[config.mk]
export PLATFORM = sky130hd
export DESIGN_NAME = issue_scoreboard_flat
export DESIGN_NICKNAME = d
export VERILOG_FILES = /design/src/rtl/issue_scoreboard_if.sv /design/src/rtl/issue_scoreboard.sv /design/src/flat_wrapper.sv
export SDC_FILE = /design/constraint.sdc
export NUM_CORES = 1
export LEC_CHECK = 0
export ABC_AREA = 1
export BUFFER_PORTS_ARGS = -buffer_cell sky130_fd_sc_hd__buf_2
export CAP_MARGIN = 30
export CORE_MARGIN = 4
export CORE_UTILIZATION = 65
export DETAILED_ROUTE_END_ITERATION = 8
export GPL_ROUTABILITY_DRIVEN = 0
export PLACE_DENSITY = 0.83
export SYNTH_ARGS = -nofsm -noshare
export SYNTH_HDL_FRONTEND = slang
export SYNTH_SLANG_ARGS = --single-unit
[constraint.sdc]
create_clock -name clk_i -period 6.6 [get_ports clk_i]
set_input_delay 0.33 -clock clk_i [delete_from_list [all_inputs] [get_ports clk_i]]
set_output_delay 0.33 -clock clk_i [all_outputs]
set_load 0.02 [all_outputs]
[src/rtl/issue_scoreboard_if.sv]
// issue_scoreboard_if: decode-side issue request and scoreboard stall/status signals
interface issue_scoreboard_if #(
  parameter int NUM_REGS       = 32,
  parameter int REGISTER_WIDTH = 5
);
  logic                      dec_valid;
  logic                      flush;
  logic [REGISTER_WIDTH-1:0] rs1;
  logic [REGISTER_WIDTH-1:0] rs2;
  logic                      rs1_needed;
  logic                      rs2_needed;
  logic [REGISTER_WIDTH-1:0] rd;
  logic                      is_wb;
  logic                      is_load;
  logic                      is_mul;
  logic                      stall;
  logic                      stall_raw;
  logic                      stall_struct;
  logic                      stall_waw;
  logic                      issue;
  logic [NUM_REGS-1:0]       pending;
  logic                      idle;
  logic [31:0]               stall_cycles;
  modport master (
    output dec_valid, flush, rs1, rs2, rs1_needed, rs2_needed, rd, is_wb, is_load, is_mul,
    input  stall, stall_raw, stall_struct, stall_waw, issue, pending, idle, stall_cycles
  );
  modport slave (
    input  dec_valid, flush, rs1, rs2, rs1_needed, rs2_needed, rd, is_wb, is_load, is_mul,
    output stall, stall_raw, stall_struct, stall_waw, issue, pending, idle, stall_cycles
  );
endinterface

[src/rtl/issue_scoreboard.sv]
// issue_scoreboard: RAW/WAW/write-back-slot hazard gating of decoded instructions
module issue_scoreboard #(
  parameter int NUM_REGS       = 32,
  parameter int REGISTER_WIDTH = 5,
  parameter int ALU_READY      = 1,
  parameter int LOAD_READY     = 2,
  parameter int MUL_READY      = 5,
  parameter int ALU_WB         = 3,
  parameter int MUL_WB         = 6,
  parameter int WB_SLOTS       = 8,
  parameter int CNT_WIDTH      = 3
) (
  input logic clk_i,
  input logic rst_i,
  issue_scoreboard_if.slave sb
);
  logic [CNT_WIDTH-1:0] cnt [NUM_REGS];
  logic [WB_SLOTS-1:0]  wb_busy;
  logic [WB_SLOTS-1:0]  wset;
  logic [CNT_WIDTH-1:0] lat;
  logic [31:0]          stall_cnt;
  logic                 wv;
  logic                 go;
  logic                 raw;
  logic                 strc;
  logic                 waw;
  always_comb begin
    lat = sb.is_mul ? CNT_WIDTH'(MUL_READY) : sb.is_load ? CNT_WIDTH'(LOAD_READY) : CNT_WIDTH'(ALU_READY);
    wset = sb.is_mul ? WB_SLOTS'(1) << (MUL_WB - 1) : WB_SLOTS'(1) << (ALU_WB - 1);
    wv = sb.is_wb && sb.rd != '0;
    go = sb.dec_valid && !sb.flush;
    raw = (sb.rs1_needed && sb.rs1 != '0 && cnt[sb.rs1] != '0) ||
          (sb.rs2_needed && sb.rs2 != '0 && cnt[sb.rs2] != '0);
    // slot W ahead now is the slot that bit W-1 of the shifted vector will occupy
    strc = wv && |((wb_busy >> 1) & wset);
    waw = wv && cnt[sb.rd] >= lat;
    sb.stall_raw = go && raw;
    sb.stall_struct = go && strc;
    sb.stall_waw = go && waw;
    sb.stall = sb.stall_raw || sb.stall_struct || sb.stall_waw;
    sb.issue = go && !sb.stall;
    sb.pending = '0;
    for (int r = 0; r < NUM_REGS; r++) sb.pending[r] = cnt[r] != '0;
    sb.idle = sb.pending == '0 && wb_busy == '0;
    sb.stall_cycles = stall_cnt;
  end
  always_ff @(posedge clk_i) begin
    if (rst_i) begin
      wb_busy <= '0;
      stall_cnt <= '0;
      for (int r = 0; r < NUM_REGS; r++) cnt[r] <= '0;
    end else begin
      wb_busy <= (wb_busy >> 1) | (sb.issue && wv ? wset : '0);
      if (sb.stall) stall_cnt <= stall_cnt + 32'd1;
      for (int r = 0; r < NUM_REGS; r++)
        cnt[r] <= (sb.issue && wv && sb.rd == REGISTER_WIDTH'(r)) ? lat - CNT_WIDTH'(1)
                : cnt[r] - CNT_WIDTH'(cnt[r] != '0);
    end
  end
endmodule

[src/flat_wrapper.sv]
// flat-port wrapper written by rule: the top's interface ports become plain ports
module issue_scoreboard_flat 
#(
  parameter int NUM_REGS       = 32,
  parameter int REGISTER_WIDTH = 5,
  parameter int ALU_READY      = 1,
  parameter int LOAD_READY     = 2,
  parameter int MUL_READY      = 5,
  parameter int ALU_WB         = 3,
  parameter int MUL_WB         = 6,
  parameter int WB_SLOTS       = 8,
  parameter int CNT_WIDTH      = 3
)
  (clk_i, rst_i, sb_dec_valid, sb_flush, sb_rs1, sb_rs2, sb_rs1_needed, sb_rs2_needed, sb_rd, sb_is_wb, sb_is_load, sb_is_mul, sb_stall, sb_stall_raw, sb_stall_struct, sb_stall_waw, sb_issue, sb_pending, sb_idle, sb_stall_cycles);
  issue_scoreboard_if #(.NUM_REGS(NUM_REGS), .REGISTER_WIDTH(REGISTER_WIDTH)) sb_i ();
  input logic clk_i;
  input logic rst_i;
  input wire logic [$bits(sb_i.dec_valid)-1:0] sb_dec_valid;
  input wire logic [$bits(sb_i.flush)-1:0] sb_flush;
  input wire logic [$bits(sb_i.rs1)-1:0] sb_rs1;
  input wire logic [$bits(sb_i.rs2)-1:0] sb_rs2;
  input wire logic [$bits(sb_i.rs1_needed)-1:0] sb_rs1_needed;
  input wire logic [$bits(sb_i.rs2_needed)-1:0] sb_rs2_needed;
  input wire logic [$bits(sb_i.rd)-1:0] sb_rd;
  input wire logic [$bits(sb_i.is_wb)-1:0] sb_is_wb;
  input wire logic [$bits(sb_i.is_load)-1:0] sb_is_load;
  input wire logic [$bits(sb_i.is_mul)-1:0] sb_is_mul;
  output wire logic [$bits(sb_i.stall)-1:0] sb_stall;
  output wire logic [$bits(sb_i.stall_raw)-1:0] sb_stall_raw;
  output wire logic [$bits(sb_i.stall_struct)-1:0] sb_stall_struct;
  output wire logic [$bits(sb_i.stall_waw)-1:0] sb_stall_waw;
  output wire logic [$bits(sb_i.issue)-1:0] sb_issue;
  output wire logic [$bits(sb_i.pending)-1:0] sb_pending;
  output wire logic [$bits(sb_i.idle)-1:0] sb_idle;
  output wire logic [$bits(sb_i.stall_cycles)-1:0] sb_stall_cycles;
  assign sb_i.dec_valid = sb_dec_valid;
  assign sb_i.flush = sb_flush;
  assign sb_i.rs1 = sb_rs1;
  assign sb_i.rs2 = sb_rs2;
  assign sb_i.rs1_needed = sb_rs1_needed;
  assign sb_i.rs2_needed = sb_rs2_needed;
  assign sb_i.rd = sb_rd;
  assign sb_i.is_wb = sb_is_wb;
  assign sb_i.is_load = sb_is_load;
  assign sb_i.is_mul = sb_is_mul;
  assign sb_stall = sb_i.stall;
  assign sb_stall_raw = sb_i.stall_raw;
  assign sb_stall_struct = sb_i.stall_struct;
  assign sb_stall_waw = sb_i.stall_waw;
  assign sb_issue = sb_i.issue;
  assign sb_pending = sb_i.pending;
  assign sb_idle = sb_i.idle;
  assign sb_stall_cycles = sb_i.stall_cycles;
  issue_scoreboard #(.NUM_REGS(NUM_REGS), .REGISTER_WIDTH(REGISTER_WIDTH), .ALU_READY(ALU_READY), .LOAD_READY(LOAD_READY), .MUL_READY(MUL_READY), .ALU_WB(ALU_WB), .MUL_WB(MUL_WB), .WB_SLOTS(WB_SLOTS), .CNT_WIDTH(CNT_WIDTH)) u_core (.clk_i(clk_i), .rst_i(rst_i), .sb(sb_i));
endmodule
Yosys cells after proc, flatten, opt, wreduce, memory -nomap -nowiden. Memories as Yosys holds them, arrays and structs flattened. Cells that the tools add are included. Widths: inputs -> output; s select.

Output and inout bits: 70. Memories: 1. Word-level logic and storage cells: 266. Register bits: 40. RAM bits: 96. Input bits: 24.

Multiplexer cells: 71. Add/sub/neg operators: 34. Reductions and logical operators: 92. Eq/ne operators: 31. Bitwise gates (word level): 34. $lt $le $gt $ge: 1.

Memory list: u_core.cnt (words 32, bits a word 3, rd ports 35, clocked after memory_dff 0, write ports 32, RTL line issue_scoreboard.sv:17) `logic [CNT_WIDTH-1:0] cnt [NUM_REGS];`.

Operator list (number): $mux 3 (65); $reduce_bool 3->1 (34); $sub 3x1->3 (32); $eq 5x5->1 const B (16); $logic_and 1x1->1 (46); $eq 5x4->1 const B (8); $add 32x1->32 const B (1); $logic_not 32->1 (1); $or 1x1->1 (32); $eq 5x3->1 const B (4); $reduce_bool 5->1 (3); $eq 5x2->1 const B (2); $and 7x8->8 (1); $logic_not 8->1 (1); $mux 8 (1); $or 7x8->8 (1); $reduce_or 8->1 (1); $mux 6 (1); $eq 5x1->1 const B (1); $logic_not 5->1 (1); $ge 3x3->1 (1); $logic_or 1x1->1 (3); $mux 1 (3); $sub 3x1->3 const B (1); 2 further kinds (3).

Logic depth before layout (Yosys ltp).
Word-level depth: 13. Mapped depth: 21. Mapped depth without buffers: 20.

Worst setup path before layout. OpenSTA, ideal clock, no wires.

Kind: input-to-reg. From: input port sb_rd[1]. To: register u_core.stall_cnt[20], in the netlist u_core.sb.stall_cycles[20]. Data arrival time: 3046 ps. Data required time: 6462 ps. Path buffers: 4. Cell stages on the path: 18. Setup time: 138 ps. Slack: 3416 ps. Cells stage by stage: nor2_1 > clkbuf_1 > clkbuf_1 > a22oi_1 > o221ai_1 > a221oi_1 > a21oi_1 > ha_1 > nand2_1 > o21ai_0 > a31oi_1 > nor2_1 > nor2_4 > a21boi_2 > buf_4 > buf_6 > nand2_2 > a21oi_2.

Elaborated cells between the ends (all ways): 10. Classes of those cells: 1 x order compare; 8 x reduce/logical; 1 x memory.

RTL lines: start: declaration (RTL line flat_wrapper.sv:24) `input wire logic [$bits(sb_i.rd)-1:0] sb_rd;`; $mem_v2 32x3 or $reduce_bool 5->1 (tied branches); $ge 3x3->1 or $logic_and 1x1->1 (tied branches) (RTL line issue_scoreboard.sv:36, issue_scoreboard.sv:30); $logic_and 1x1->1 * (RTL line issue_scoreboard.sv:36) `waw = wv && cnt[sb.rd] >= lat;`; $logic_and 1x1->1 * (RTL line issue_scoreboard.sv:39) `sb.stall_waw = go && waw;`; via sb_stall_waw (RTL line flat_wrapper.sv:31) `output wire logic [$bits(sb_i.stall_waw)-1:0] sb_stall_waw;`; $logic_or 1x1->1 * (RTL line issue_scoreboard.sv:40) `sb.stall = sb.stall_raw || sb.stall_struct || sb.stall_waw;`; end signal: assignment (RTL line issue_scoreboard.sv:54) `if (sb.stall) stall_cnt <= stall_cnt + 32'd1;`; end: declaration (RTL line issue_scoreboard.sv:21) `logic [31:0] stall_cnt;`.

Mark *: on every way through the listed nets, which the timed path passes. The rest lies on a longest branch. A chain may end at the register's enable or synchronous reset.

Final worst setup path.
From: input port sb_rd[0]. To: output port sb_stall.

Cells in the longest elaborated chain, start to end: 6. Elaborated cells between the ends (all ways): 10. Classes of those cells: 1 x order compare; 8 x reduce/logical; 1 x memory.

Ends and longest elaborated chain: parallel branches: the longest is 5 deep, another holds $mem_v2 32x3; $logic_or 1x1->1 * (RTL line issue_scoreboard.sv:40); end: declaration (RTL line flat_wrapper.sv:28) `output wire logic [$bits(sb_i.stall)-1:0] sb_stall;`.

Every way passes the cells marked *.

==> metrics.csv <==
metric,value,unit
outcome,completed,
post-cts sizing count,0,
post-route clock period utilization,74.8,%
routed vias,10400,
vias in the first global route,9701,
RSZ-0062 raised after global routing,false,
Peak Freq,202,MHz
fin nets,1622,
ys flop type,dfxtp_1,
largest net degree at the start of global routing,58,
deepest clock path buffer count,2,
Total GRT Usage,36.4,%
Final Hold Fails,0,
Starting Density,66.7,%
Worst Path Required,6270,ps
Congestion Overflow GR,0,
clock skew,6.54,ps
Port Buffers,93,
layout cell share with drive strength beyond 1,12.7,%
cell area after synthesis,9760,sq um
post-synthesis mux area share,0,%
total die area,17000,sq um
sequential share of the synthesized area,27.5,%
Reg-to-Reg Start,u_core.cnt[20][2],
Starting DRT DRC Count,1584,
crit path capture type,output port,
CTS buffer count,17,
Worst-Margin Slew,1000,ps
asr flop ratio synth,0,%
vias per inst,6.06,
post-synthesis cell type count,43,
clk root buf,clkbuf_16,
minimum clock period,4940,ps
start point of the worst hold path,sb_is_wb,
main combinational cell family by area after synthesis,simple AND/OR/NAND/NOR gates,
initial antenna violation count,0,
drt drc,0,
core outline area,14600,sq um
Detail Route Antenna Nets,0,
max-slew violation count,0,
Post-Synth Adder-Cell Area,8.72,%
post-synthesis compound-gate area fraction,9.72,%
worst min path class,in -> reg,
post-synth top area share,27.5,%
"Clk Latency, worst-skew pair",440,ps
Filler Cells Inserted,1240,
Pwr per Cell Area,405,nW/um^2
synthesized net count,1562,
CTS tree,built,
Layout area overhead,9.36,%
Pre-antenna DRT Iters,7,
Antenna Cells,0,
Startpoint Class,input port,
CTS sink cnt,134,
setup violators final,0,
Clock transition at path regs,50,ps
"setup slack, reg-to-reg",2800,ps
simple-gate share of the synthesized area,38.4,%
Non-Filler Instances,1724,
Critical Path AT,4610,ps
"flops & latches, synth",134,
number of synthesized flops with an enable pin,0,
Post-Route WL,30800,um
HPWL Detailed,21800,um
Post-Synthesis Cells,1470,
peak supply drop,254,uV
top post-synthesis cells by area,"dfxtp_1 27%, nand2_1 15%, nor2_1 8.9%, ha_1 8.7%, inv_1 6.5%",
first-pass GRT wire length,48800,um
relative slew slack,32.5,%
CTS Hold Bufs,0,
Synth area leader,dfxtp_1,
Site Rows,44,
Fin Setup TNS,0,ps
io pins,94,
Post-CTS Setup Bufs,0,
Max Cap Violations,0,
dpl cells,1695,
Die H,131,um
Leak,5.13,nW
per-cell routed wire length,17.9,um
Crit Path Class,in -> out,
Syn. warnings,0,
Post-Synth XOR/XNOR Area,5.11,%
Synth Area per Inst,6.64,sq um
critical-path maximum fanout,34,
Crit. Startpoint,sb_rd[0],
H-tree Lvls,4,
chip width,131,um
[metrics by stage]
stage | util (%) | total power, W | setup WS (ps) | hold WS [ps] | cell area (sq um)
2_1_floorplan | - | 0.00286 | 3420 | 403 | 9760
3_3_place_gp | 69.4 | 0.00335 | 1950 | 408 | 10200
3_5_place_dp | 69.5 | 0.00341 | 1810 | 412 | 10200
4_1_cts | 72.9 | 0.00428 | 1810 | 296 | 10700
5_1_grt | 72.9 | 0.00468 | 1400 | 319 | 10700
6_report | 72.9 | 0.00432 | 1660 | 310 | 10700
[path summary, 6_finish.rpt]
| kind | end | cells after the start |
|---|---|---|
| max | sb_stall | 17 |
| min | u_core.wb_busy[5] | 3 |
| max reg2reg | u_core.cnt[24][2] | 17 |
| min reg2reg | u_core.wb_busy[3] | 2 |
[cells in the final DEF (no fill, tap or decap), types with 2 or more instances in the layout]
cell type	count
a21oi_1	38
a21oi_2	11
a221oi_1	5
a22o_1	4
a22oi_1	25
a31oi_1	2
buf_2	93
buf_4	8
clkbuf_1	5
clkbuf_16	17
clkbuf_8	2
clkinv_1	4
clkinv_2	4
dfxtp_1	134
ha_1	68
inv_1	168
inv_2	3
inv_4	2
nand2_1	397
nand2_2	13
nand3_1	94
nand4_1	13
nand4_2	24
nand4_4	6
nor2_1	229
nor2_2	2
nor2_4	5
nor3_1	27
nor3b_1	2
nor4_1	15
o211ai_1	5
o21ai_0	26
o21ai_1	3
o221ai_1	16
o22ai_1	4
xnor2_1	38
xor2_1	19
[cell families after synthesis]
family / Yosys count
adder cells (fa/ha/maj): 68
XOR/XNOR: 57
buffers and inverters: 238
AO/OA/AOI/OAI: 143
flip-flops: 134
AND/OR/NAND/NOR: 830
[cells in the mapped netlist (2+ instances only)]
cell type,n
nand2_1,397
nor2_1,231
inv_1,169
dfxtp_1,134
nand3_1,94
ha_1,68
a21oi_1,38
xnor2_1,38
clkbuf_1,28
nor3_1,27
o21ai_0,26
a22oi_1,25
nand4_2,24
xor2_1,19
o221ai_1,16
nor4_1,15
nand2_2,13
nand4_1,13
a21oi_2,11
buf_4,10
buf_2,9
buf_6,9
nand4_4,6
a221oi_1,5
nor2_4,5
o211ai_1,5
a22o_1,4
buf_1,4
clkinv_1,4
o22ai_1,4
o21ai_1,3
a31oi_1,2
inv_2,2
inv_4,2
nor3b_1,2
[worst max-delay path: stages]
cell,delay [ps]
buf_2,110
inv_1,60
nand2_1,670
inv_1,350
a22oi_1,240
nand2_1,70
a22o_1,220
a221oi_1,230
a21oi_1,120
ha_1,320
a21oi_1,150
o21ai_0,100
a31oi_1,150
nor2_1,90
nor2_4,490
nand2_2,540
buf_2,330
[metal layers]
| layer | vias to the layer above | routed length (um) | global-route usage [%] |
|---|---|---|---|
| met5 | - | 0 | 0 |
| met4 | 0 | 1770 | 19.3 |
| met3 | 195 | 3890 | 10.4 |
| li1 | 4871 | - | - |
| met1 | 4663 | 11700 | 46.1 |
| met2 | 713 | 13400 | 56.3 |
[power by group]
group | internal [W] | leakage [nW] | switching [W]
Clock | 0.000490 | 0.246 | 0.000356
Combinational | 0.000840 | 3.78 | 0.00138
Sequential | 0.00105 | 1.10 | 0.000212
Total | 0.00238 | 5.13 | 0.00194
[area by class of cell]
cell class	instances	area [sq um]	share of cell area (%)
Multi-Input combinational cell	1098	6050	56.7
Clock inverter	5	27.5	0.258
Tap cell	184	230	2.16
Clock buffer	24	472	4.42
Sequential cell	134	2680	25.1
Inverter	177	669	6.27
Timing Repair Buffer	102	541	5.06
No activity file was read; power rests on OpenSTA's default activity.
